<file path="config.mk">
export PLATFORM = sky130hd
export DESIGN_NAME = traffic_light_monitor
export DESIGN_NICKNAME = d
export VERILOG_FILES = /design/src/rtl/traffic_light_pkg.sv /design/src/rtl/tl_phase_decoder.sv /design/src/rtl/traffic_light_monitor.sv
export SDC_FILE = /design/constraint.sdc
export NUM_CORES = 1
export LEC_CHECK = 0
export CORE_ASPECT_RATIO = 1.25
export CORE_MARGIN = 2
export CORE_UTILIZATION = 50
export CTS_CLUSTER_DIAMETER = 60
export CTS_CLUSTER_SIZE = 14
export DETAILED_ROUTE_END_ITERATION = 10
export PLACE_DENSITY = 0.78
export SYNTH_ARGS = -nofsm -noshare
export SYNTH_HDL_FRONTEND = slang
export SYNTH_HIERARCHICAL = 1
export SYNTH_SLANG_ARGS = --single-unit
</file>
<file path="constraint.sdc">
create_clock -name clk -period 3.8 [get_ports clk]
set_input_delay 0.76 -clock clk [delete_from_list [all_inputs] [get_ports clk]]
set_output_delay 0.76 -clock clk [all_outputs]
set_load 0.1 [all_outputs]
</file>
<file path="src/rtl/traffic_light_pkg.sv">
// Lamp encodings, phase/fault enums and FSM states
// shared by the traffic light monitor and lamp drivers.
package traffic_light_pkg;

  localparam logic [2:0] LAMP_RED = 3'b100;
  localparam logic [2:0] LAMP_YEL = 3'b010;
  localparam logic [2:0] LAMP_GRN = 3'b001;

  typedef enum logic [2:0] {
    PH_P0      = 3'd0,
    PH_P1      = 3'd1,
    PH_P2      = 3'd2,
    PH_P3      = 3'd3,
    PH_ALLRED  = 3'd4,
    PH_INVALID = 3'd5
  } phase_e;

  typedef enum logic [2:0] {
    FC_NONE     = 3'd0,
    FC_CONFLICT = 3'd1,
    FC_ENCODING = 3'd2,
    FC_SEQUENCE = 3'd3,
    FC_SHORT    = 3'd4,
    FC_LONG     = 3'd5
  } fault_e;

  typedef enum logic [1:0] {
    ST_SYNC   = 2'd0,
    ST_LOCKED = 2'd1,
    ST_FAULT  = 2'd2
  } state_e;

  function automatic logic [1:0] next_phase(
    input logic [1:0] p
  );
    return p + 2'd1;
  endfunction

endpackage

</file>
<file path="src/rtl/tl_phase_decoder.sv">
// Maps an (ns, ew) lamp pair onto the phase enum.
// Anything outside the five legal pairs is PH_INVALID.
module tl_phase_decoder
  import traffic_light_pkg::*;
(
  input  logic [2:0] ns,
  input  logic [2:0] ew,
  output phase_e     ph
);

  always_comb begin
    ph = PH_INVALID;
    unique case ({ns, ew})
      {LAMP_GRN, LAMP_RED}: ph = PH_P0;
      {LAMP_YEL, LAMP_RED}: ph = PH_P1;
      {LAMP_RED, LAMP_GRN}: ph = PH_P2;
      {LAMP_RED, LAMP_YEL}: ph = PH_P3;
      {LAMP_RED, LAMP_RED}: ph = PH_ALLRED;
      default:              ph = PH_INVALID;
    endcase
  end

endmodule

</file>
<file path="src/rtl/traffic_light_monitor.sv">
// Traffic light sequence monitor with sticky fault latch.
// Define TRAFFIC_LIGHT_MONITOR_DWELL_CHECK_EN for dwell checks.
module traffic_light_monitor
  import traffic_light_pkg::*;
#(
  parameter int MIN_DWELL = 10,
  parameter int MAX_DWELL = 10
) (
  input  logic       clk,
  input  logic       reset,
  input  logic [2:0] ns_light,
  input  logic [2:0] ew_light,
  input  logic       fault_clr,
  output logic [1:0] phase,
  output logic       phase_valid,
  output logic       fault,
  output logic [2:0] fault_code,
  output logic [7:0] cycle_count
);

  if (MIN_DWELL < 1 || MAX_DWELL < MIN_DWELL) begin : g_bad_cfg
    $error("traffic_light_monitor: bad dwell bounds");
  end

  state_e     state_q, state_d;
  logic [1:0] phase_q, phase_d;
  logic       have_q, have_d;
  logic       fault_q, fault_d;
  fault_e     code_q, code_d;
  logic [7:0] count_q, count_d;

  logic [2:0] ns_q, ew_q;
  phase_e     dph;
  logic [2:0] dph_b;

  always_ff @(posedge clk or posedge reset) begin
    if (reset) begin
      ns_q <= LAMP_RED;
      ew_q <= LAMP_RED;
    end else begin
      ns_q <= ns_light;
      ew_q <= ew_light;
    end
  end

  tl_phase_decoder u_dec (
    .ns (ns_q),
    .ew (ew_q),
    .ph (dph)
  );

  assign dph_b = dph;

  logic is_p, chg, fwd, locked;
  logic conflict_v, enc_v, seq_v;
  logic short_v, long_v;

  assign is_p   = !dph_b[2];
  assign chg    = is_p && (dph_b[1:0] != phase_q);
  assign fwd    = dph_b[1:0] == next_phase(phase_q);
  assign locked = state_q == ST_LOCKED;

  assign conflict_v = !ns_q[2] && !ew_q[2];
  assign enc_v      = dph == PH_INVALID;
  assign seq_v      = locked &&
                      (dph == PH_ALLRED || (chg && !fwd));

  fault_e code;

  always_comb begin
    code = FC_NONE;
    if (conflict_v)   code = FC_CONFLICT;
    else if (enc_v)   code = FC_ENCODING;
    else if (seq_v)   code = FC_SEQUENCE;
    else if (short_v) code = FC_SHORT;
    else if (long_v)  code = FC_LONG;
  end

`ifdef TRAFFIC_LIGHT_MONITOR_DWELL_CHECK_EN
  localparam int DW = $clog2(MAX_DWELL + 2);
  localparam logic [DW-1:0] MIN_D = DW'(MIN_DWELL);
  localparam logic [DW-1:0] MAX_D = DW'(MAX_DWELL);

  logic [DW-1:0] dwell_q, dwell_d;

  assign short_v = locked && chg && fwd &&
                   (dwell_q < MIN_D);
  assign long_v  = locked && is_p && !chg &&
                   (dwell_q >= MAX_D);

  // dwell counts registered samples of the current phase
  always_comb begin
    dwell_d = dwell_q;
    unique case (state_q)
      ST_SYNC: begin
        dwell_d = '0;
        if (code == FC_NONE && have_q && chg)
          dwell_d = DW'(1);
      end
      ST_LOCKED: begin
        if (code == FC_NONE)
          dwell_d = chg ? DW'(1) : dwell_q + DW'(1);
      end
      ST_FAULT: begin
        if (fault_clr) dwell_d = '0;
      end
      default: dwell_d = '0;
    endcase
  end

  always_ff @(posedge clk or posedge reset) begin
    if (reset) dwell_q <= '0;
    else       dwell_q <= dwell_d;
  end
`else
  assign short_v = 1'b0;
  assign long_v  = 1'b0;
`endif

  always_comb begin
    state_d = state_q;
    phase_d = phase_q;
    have_d  = have_q;
    fault_d = fault_q;
    code_d  = code_q;
    count_d = count_q;
    unique case (state_q)
      ST_SYNC, ST_LOCKED: begin
        if (code != FC_NONE) begin
          state_d = ST_FAULT;
          fault_d = 1'b1;
          code_d  = code;
        end else if (is_p) begin
          phase_d = dph_b[1:0];
          have_d  = 1'b1;
          if (!locked && have_q && chg)
            state_d = ST_LOCKED;
          if (locked && chg && phase_q == 2'd3)
            count_d = count_q + 8'd1;
        end
      end
      ST_FAULT: begin
        if (fault_clr) begin
          state_d = ST_SYNC;
          fault_d = 1'b0;
          code_d  = FC_NONE;
          have_d  = 1'b0;
        end
      end
      default: state_d = ST_SYNC;
    endcase
  end

  always_ff @(posedge clk or posedge reset) begin
    if (reset) begin
      state_q <= ST_SYNC;
      phase_q <= 2'd0;
      have_q  <= 1'b0;
      fault_q <= 1'b0;
      code_q  <= FC_NONE;
      count_q <= 8'd0;
    end else begin
      state_q <= state_d;
      phase_q <= phase_d;
      have_q  <= have_d;
      fault_q <= fault_d;
      code_q  <= code_d;
      count_q <= count_d;
    end
  end

  assign phase       = phase_q;
  assign phase_valid = state_q == ST_LOCKED;
  assign fault       = fault_q;
  assign fault_code  = code_q;
  assign cycle_count = count_q;

endmodule

</file>
==> results of run 1 <==
-- cell families after synthesis --
kind of cell	Yosys count	share of synthesized area
simple gates	47	0.267
mux	4	0.0409
buf+inv	7	0.0378
other cells	1	0.00314
compound gates	20	0.0934
flops	22	0.464
fa+ha+maj	2	0.0210
xor+xnor	10	0.0734
-- critical path, delay by kind of cell, from the launching register on --
kind	cells	cell delay (ps)
AND/OR/NAND/NOR	4	1350
XOR/XNOR	2	490
multiplexers	1	330
flip-flops	1	580
AO/OA/AOI/OAI	1	270
-- synthesized netlist by cell type (2+ instances only) --
cell and n:
nand2_1 5, dfrtp_1 20, nand3b_1 2, and3_1 2
mux2_2 3, or2_2 2, nor2_1 7, nand3_1 5
inv_1 3, a21oi_1 9, nand2b_1 3, dfstp_2 2
buf_6 2, xnor2_1 4, o21ai_0 6, xor2_1 6
ha_1 2, nor3b_1 4, nor3_1 6
-- final cells by class --
class,instances,area [um2],share of cell area
multi-input cells,84,594,0.408
flip-flops and latches,22,553,0.380
repair buffers,24,233,0.160
well taps,31,38.8,0.0266
clock buffers,4,26.3,0.0180
inverters,3,11.3,0.00773
-- power breakdown --
part	internal (mW)	leakage, nW	total (mW)	switching (mW)
combinational	0.0889	0.363	0.295	0.206
clock	0.0409	0.0150	0.110	0.0690
sequential	0.265	0.281	0.308	0.0431
total	0.394	0.660	0.713	0.318
-- sequential cells by signal, summed over array words and instances, names as in the netlist --
name	flops
fault	1
cycle_count	8
fault_code	2
ew_q	3
have_q	1
state_q	2
phase	2
ns_q	3
-- per-layer routing --
layer,track usage,vias to the layer above,routed length [um]
li1,-,447,-
met1,0.216,457,949
met2,0.309,25,1150
met3,0.0215,5,77
met4,0.0579,0,33
met5,0,-,0
-- how the worst max path moves through the flow --
stage,start,to,slack (ps),depth (start not counted)
CTS,ew_q[2],cycle_count[7],720,8
global route,ew_q[2],cycle_count[6],450,8
finish,ew_q[2],cycle_count[6],710,8
detailed placement,ew_q[2],cycle_count[7],760,8
floorplan,ns_q[2],cycle_count[6],1030,9
global placement,ew_q[2],cycle_count[7],880,8
==> results by group, run 1 <==
Worst hold path
  – Hold wc startpoint: cycle_count[7]
  – Worst Hold Path EP: cycle_count[7]
  – Hold Path Class: flip-flop to flip-flop
  – Hold path depth: 1

Floorplan
  – Starting Density: 0.534
  – Io pins: 24
  – Chip height: 58.6 um
  – Core ar.: roughly 2200 um2
  – Die Wd: between 40 and 50 um
  – Die ar.: around 2800 um2
  – Rows: 19

STA
  – Highest Clock Rate: 0.324 GHz
  – Setup TNS: 0 ps
  – RSZ-0062 raised after global routing: no
  – Minimum clock period after layout: 3090 ps
  – Skew final: 10.5 ps
  – Hold slack: 475 ps
  – Final hold vios: 0
  – Slew Limit Headroom: 0.356
  – Final period utilization: 0.813
  – # setup viols final: 0
  – Final Max Slew Viols: 0
  – Setup ws final: 710 ps
  – Worst-margin pin slew: 963 ps

Final layout
  – Final Net Count: 149
  – FILL cells: between 150 and 200
  – Final cell count without fillers: 168
  – Commonest non-fill, non-tap cells in the layout: clkdlybuf4s50_1, dfrtp_1, a21oi_1
  – Layout cell share with drive strength beyond 1: 0.131
  – Final Util: 0.652
  – Diodes inserted: 0
  – Syn-to-layout area delta: 22.1%
  – Commonest non-fill, non-tap cell in the layout: clkdlybuf4s50_1
  – Design area: ~1500 um2

Placement
  – Placed cells: 164
  – Hpwl dp: 1640 um
  – Input/output buffers: 22
  – Placed Area: 1430 um2
  – GP Congestion: 0.802
  – Dpl ws: 763 ps

Drt
  – Initial DRT Pass Iterations: 4
  – Routed Antenna Nets: 0
  – Via-to-Cell Ratio: 5.56
  – Per-cell routed wire length: 13.1 um
  – Drc violations: 0
  – Final wirelength: 2210 um
  – DR iter-0 viols: 33
  – Routed via count: 934

Pwr
  – PwrDens: between 400 and 500 nW/um2
  – Max IR drop VDD: 482 uV
  – Final Power: 0.713 mW
  – Leak: 0.660 nW

Synth
  – Asr flop ratio synth: 1.00
  – Avg Cell Area, Syn: 10.6 um2
  – Number of enable flip-flop cells after synthesis: 0
  – Top cell type's share of synthesized area: 0.420
  – Netlist cell types: 39
  – Seq/Total Area, Yosys: 0.464
  – #FFs+latches synth: 22
  – Main flop type after synthesis: dfrtp_1
  – Cell taking the most area after synthesis: dfrtp_1
  – Mapped Nets: 124
  – Area contributors post-synth: dfrtp_1, dfstp_2, xor2_1
  – Ys Warns: 6
  – Synth Cell Area: approximately 1200 um2
  – Post-Syn Instances: about 110

Clock tree
  – Postcts setup bufs: 0
  – Num CTS Buffers: 3
  – Root buffer cell: clkbuf_4
  – Hold buffers post-CTS: 0
  – CTS HTree Levels: 1
  – CTS tree: yes
  – Clock Pin Slew Worst Setup and Hold Paths: approximately 110 ps
  – Clock Path Buffers: 2
  – Cells resized by post-CTS repair: 0
  – Clock Latency Late Sink: 310 ps
  – TritonCTS Sinks: 22

Critical path
  – Critical Path AT: 3320 ps
  – FF-to-FF End: cycle_count[6]
  – CP Class: flip-flop to flip-flop
  – Reg2Reg Depth: 8
  – Reg2reg start: ew_q[2]
  – Crit-path cells: nor3b_1 > and2_1 > o21ai_0 > xnor2_1 > mux2_4 > or3_1 > nor4b_4 > xor2_1
  – Worst path max stage delay: 580 ps
  – Crit path launch type: flip-flop
  – Required time worst endpoint: a little over 4000 ps
  – Slowest stage cell, crit path: dfstp_2
  – Reg2reg setup slack: between 700 and 800 ps
  – Max FO, Critical Path: 8
  – Critical Path End Type: flip-flop

Job
  – Max cap viols: 0

Global routing
  – Vias in the first global route: 895
  – Total gr overflow: 0
  – First-pass GRT wire length: between 3000 and 4000 um
  – Number of antenna violations at the first check in global routing: 0
  – GRT Util Overall: 0.177
  – Largest net degree at the start of global routing: 23

Run status
  – Status: completed
(Power assumes the default switching activity.)
==> inputs of run 2 (changes only) <==
clock period = 3.03 ns   (was 3.8 ns; I/O delays follow)
==> results by group, run 2 (synthesis gave the netlist of run 1 again) <==
Run status
  – Status: completed

STA
  – Final Max Slew Viols: 0
  – Highest Clock Rate: 0.364 GHz
  – Minimum clock period after layout: 2750 ps
  – Slew Limit Headroom: 0.446
  – RSZ-0062 raised after global routing: no
  – Final hold vios: 0
  – Setup ws final: 280 ps
  – Skew final: 4.30 ps
  – # setup viols final: 0
  – Final period utilization: 0.908
  – Setup TNS: 0 ps
  – Worst-margin pin slew: 830 ps

Global routing
  – Total gr overflow: 0
  – Vias in the first global route: 850
  – Number of antenna violations at the first check in global routing: 0
  – Largest net degree at the start of global routing: 23
  – GRT Util Overall: 0.186
  – First-pass GRT wire length: 3770 um

Critical path
  – Worst path max stage delay: 580 ps
  – Max FO, Critical Path: 8
  – Required time worst endpoint: 3260 ps
  – CP Class: flip-flop to flip-flop
  – Reg2reg start: ew_q[2]
  – Critical Path End Type: flip-flop
  – Slowest stage cell, crit path: dfstp_2
  – Reg2Reg Depth: 8
  – Crit path launch type: flip-flop
  – Critical path origin: ew_q[2]
  – Crit-path cells: nor3b_2 > and2_1 > o21ai_0 > xnor2_1 > mux2_4 > or3_1 > nor4b_4 > xor2_1
  – Critical Path AT: 2980 ps

Clock tree
  – CTS HTree Levels: 1
  – Num CTS Buffers: 3
  – Clock Latency Late Sink: about 300 ps
  – Postcts setup bufs: 0
  – CTS tree: yes
  – TritonCTS Sinks: 22
  – Root buffer cell: clkbuf_4
  – Clock Pin Slew Worst Setup and Hold Paths: 110 ps
  – Clock Path Buffers: 2

Floorplan
  – Rows: 19
  – Die Wd: 47.7 um
  – Starting Density: 0.534
  – Die ar.: ~2800 um2
  – Io pins: 24
  – Chip height: 58.6 um
  – Core ar.: 2230 um2

Final layout
  – Area of the multi-input gates: 599 um2
  – Final Net Count: 151
  – FILL cells: 205
  – Final cell count without fillers: 170
  – Design area: 1450 um2
  – Diodes inserted: 0
  – Max reg flops: 8
  – Syn-to-layout area delta: 21.9%
  – Layout cell share with drive strength beyond 1: 0.252
  – FF/Latch Area: ~550 um2
  – Commonest non-fill, non-tap cells in the layout: dfrtp_1, buf_4, a21oi_1
  – Commonest non-fill, non-tap cell in the layout: dfrtp_1

Placement
  – Input/output buffers: 22
  – GP Congestion: a little under 0.9
  – Hpwl dp: between 1500 and 2000 um
  – Dpl ws: 205 ps
  – Placed cells: 166
  – Placed Area: 1410 um2

Pwr
  – Flop pwr share: 0.427
  – Leak: 0.699 nW
  – Net Sw Power: 0.396 mW
  – Max IR drop VDD: roughly 490 uV
  – Clk network pwr share: 0.176
  – Sw Share: 0.437
  – Combinational share of power: 0.398
  – Final Power: a little over 0.9 mW
  – Internal power: 0.509 mW
  – PwrDens: 623 nW/um2

Drt
  – Per-cell routed wire length: 12.8 um
  – Final wirelength: between 2000 and 2500 um
  – Drc violations: 0
  – Initial DRT Pass Iterations: 4
  – DR iter-0 viols: 18
  – Via-to-Cell Ratio: 5.43
  – Routed via count: just over 900
  – Routed Antenna Nets: 0

Worst hold path
  – Hold Path Class: flip-flop to flip-flop
  – Hold wc startpoint: cycle_count[7]
  – Hold path depth: 1

Job
  – Max cap viols: 0
==> run 2: power groups by stage <==
stage | combinational (mW) | sequential [mW] | clock (mW)
final | 0.360 | 0.386 | 0.159
after global routing | 0.377 | 0.395 | 0.183
after CTS | 0.361 | 0.385 | 0.165
after detailed placement | 0.361 | 0.391 | 0
after global placement | 0.358 | 0.388 | 0
after floorplan | 0.126 | 0.548 | 0
==> run 2: final timing paths <==
| check | end | slack [ps] |
|---|---|---|
| setup / recovery | cycle_count[6] | 280 |
| setup reg to reg | cycle_count[6] | 280 |
| max in group asynchronous | ns_q[1] | 1760 |
| min in group asynchronous | cycle_count[0] | 760 |
| hold reg to reg | cycle_count[7] | 480 |
| hold / removal | cycle_count[7] | 480 |
==> run 2: area by class of cell <==
type,instances,share of cell area
tap,31,0.0267
timing repair buffer,26,0.148
clock buffer,4,0.0250
inverter,3,0.00775
sequential,22,0.380
multi-input combinational,84,0.412
==> run 2: repair_timing <==
item,in CTS,in global routing
hold buffers,0,0
resized for setup,0,1
setup endpoints to repair,0,2
==> run 2: metrics by stage <==
step,hold WS [ps],utilization
after floorplan,439,-
after global placement,461,0.632
after detailed placement,460,0.632
after CTS,488,0.648
after global routing,504,0.651
final,477,0.651
==> run 2: routing by layer <==
| layer | share of wire | vias to the layer above | global-route usage |
|---|---|---|---|
| li1 | - | 453 | - |
| met1 | 0.46 | 451 | 0.245 |
| met2 | 0.51 | 17 | 0.301 |
| met3 | 0.031 | 2 | 0.0276 |
| met4 | 0.0073 | 0 | 0.0695 |
| met5 | 0 | - | 0 |
==> run 2: worst max-delay path: cells and delay by family, from the launching register on <==
kind | cells | cell delay [ps]
xor+xnor | 2 | 440
mux | 1 | 330
flops | 1 | 580
simple gates | 4 | 1200
compound gates | 1 | 130
==> inputs of run 3 (changes only) <==
ABC_CLOCK_PERIOD_IN_PS = 2800   (was unset)
clock period = 2.8 ns   (was 3.03 ns; I/O delays follow)
==> results by group, run 3 (synthesis gave the netlist of run 1 again) <==
Run status
  – Status: completed

Final layout
  – Layout cell share with drive strength beyond 1: 0.298
  – Final cell count without fillers: 172
  – Diodes inserted: 0
  – Syn-to-layout area delta: 27.3%
  – Max reg flops: 8
  – Commonest non-fill, non-tap cells in the layout: dfrtp_1, buf_4, a21oi_1
  – FILL cells: 171
  – Design area: 1520 um2
  – Final Net Count: 153
  – Final Util: 0.679

Clock tree
  – CTS tree: yes
  – TritonCTS Sinks: 22
  – Hold buffers post-CTS: 0
  – Num CTS Buffers: 3
  – CTS HTree Levels: 1
  – Clock Latency Late Sink: 310 ps
  – Root buffer cell: clkbuf_4
  – Clock Path Buffers: 2
  – Clock Pin Slew Worst Setup and Hold Paths: ~120 ps

Pwr
  – Flop pwr share: 0.391
  – Combinational share of power: 0.382
  – Sw Share: 0.410
  – Max IR drop VDD: between 600 and 700 uV
  – Leak: 0.720 nW
  – Net Sw Power: 0.437 mW
  – PwrDens: about 700 nW/um2
  – Clk network pwr share: 0.227
  – Internal power: around 0.63 mW

STA
  – # setup viols final: 0
  – RSZ-0062 raised after global routing: no
  – Hold slack: 483 ps
  – Final hold vios: 0
  – Final Max Slew Viols: 0
  – Worst-margin pin slew: 802 ps
  – Minimum clock period after layout: 2660 ps
  – Highest Clock Rate: around 0.38 GHz
  – Slew Limit Headroom: 0.465
  – Skew final: just over 4 ps
  – Final period utilization: 0.952
  – Setup TNS: 0 ps

Critical path
  – CP Class: flip-flop to flip-flop
  – Crit path launch type: flip-flop
  – Max FO, Critical Path: 8
  – Critical Path End Type: flip-flop
  – Critical Path AT: 2900 ps
  – Required time worst endpoint: 3040 ps

Drt
  – Initial DRT Pass Iterations: 4
  – Final wirelength: 2250 um
  – Routed Antenna Nets: 0
  – Routed via count: around 900
  – Per-cell routed wire length: 13.1 um
  – Via-to-Cell Ratio: about 5.3
  – Drc violations: 0
  – DR iter-0 viols: 19

Floorplan
  – Die ar.: approximately 2800 um2
  – Rows: 19
  – Core ar.: 2230 um2
  – Starting Density: 0.534
  – Io pins: 24
  – Chip height: 58.6 um
  – Die Wd: 47.7 um

Global routing
  – Number of antenna violations at the first check in global routing: 0
  – GRT Util Overall: 0.184
  – First-pass GRT wire length: approximately 3800 um
  – Total gr overflow: 0
  – Vias in the first global route: 860
  – Largest net degree at the start of global routing: 23

Placement
  – Input/output buffers: 22
  – Hpwl dp: 1690 um
  – Placed cells: approximately 170
  – GP Congestion: slightly below 0.9
  – Placed Area: about 1400 um2

Worst hold path
  – Hold Path Class: flip-flop to flip-flop

Job
  – Max cap viols: 0
## run 3: cell type report
| class | instances | area (um2) | share of cell area |
|---|---|---|---|
| well taps | 31 | 38.8 | 0.0256 |
| clock inverters | 1 | 30.0 | 0.0198 |
| flip-flops and latches | 22 | 553 | 0.364 |
| repair buffers | 28 | 230 | 0.152 |
| clock buffers | 3 | 22.5 | 0.0148 |
| multi-input cells | 84 | 632 | 0.416 |
| inverters | 3 | 11.3 | 0.00742 |
## run 3: worst paths after layout
path / slack [ps] / end / depth (start not counted) / from
setup / recovery: 140 / cycle_count[6] / 8 / ew_q[2]
max in group asynchronous: 1610 / fault_code[1] / 2 / reset
setup reg to reg: 140 / cycle_count[6] / 8 / ew_q[2]
hold reg to reg: 480 / cycle_count[7] / 1 / cycle_count[7]
hold / removal: 480 / cycle_count[7] / 1 / cycle_count[7]
min in group asynchronous: 690 / cycle_count[1] / 2 / reset
## run 3: per-layer routing
metal | up-vias | global-route usage | share of wire
met5 | - | 0 | 0
met4 | 0 | 0.0695 | 0.0071
met3 | 2 | 0.0184 | 0.032
met2 | 20 | 0.297 | 0.53
met1 | 436 | 0.248 | 0.43
li1 | 457 | - | -
## run 3: stage by stage
step           power, mW  worst slack, ps
2_1_floorplan      0.730             29.4
3_3_place_gp       0.808             62.6
3_5_place_dp       0.813            -71.6
4_1_cts             1.06             87.4
5_1_grt             1.12             20.7
6_report            1.07              135
## run 3: worst max-delay path: stages, from the launching register on
cell and delay, ps:
dfstp_2 570, nor3b_4 230, and2_1 150, o21ai_0 140
xnor2_1 280, mux2_4 340, or3_4 400, nor4b_4 310
xor2_1 170
## run 3: what timing repair did
action | in CTS | in global routing
endpoints found under the setup margin | 6 | 11
pin swaps | 0 | 1
endpoints found under the hold margin | 0 | 0
setup buffers | 0 | 2
cloned | 0 | 0
gates resized for setup | 3 | 4
## run 3: power by group through the flow
stage | logic [mW] | registers, mW | clock network (mW)
floorplan | 0.137 | 0.593 | 0
global placement | 0.388 | 0.420 | 0
detailed placement | 0.391 | 0.422 | 0
CTS | 0.394 | 0.416 | 0.248
global route | 0.429 | 0.425 | 0.264
finish | 0.407 | 0.417 | 0.242
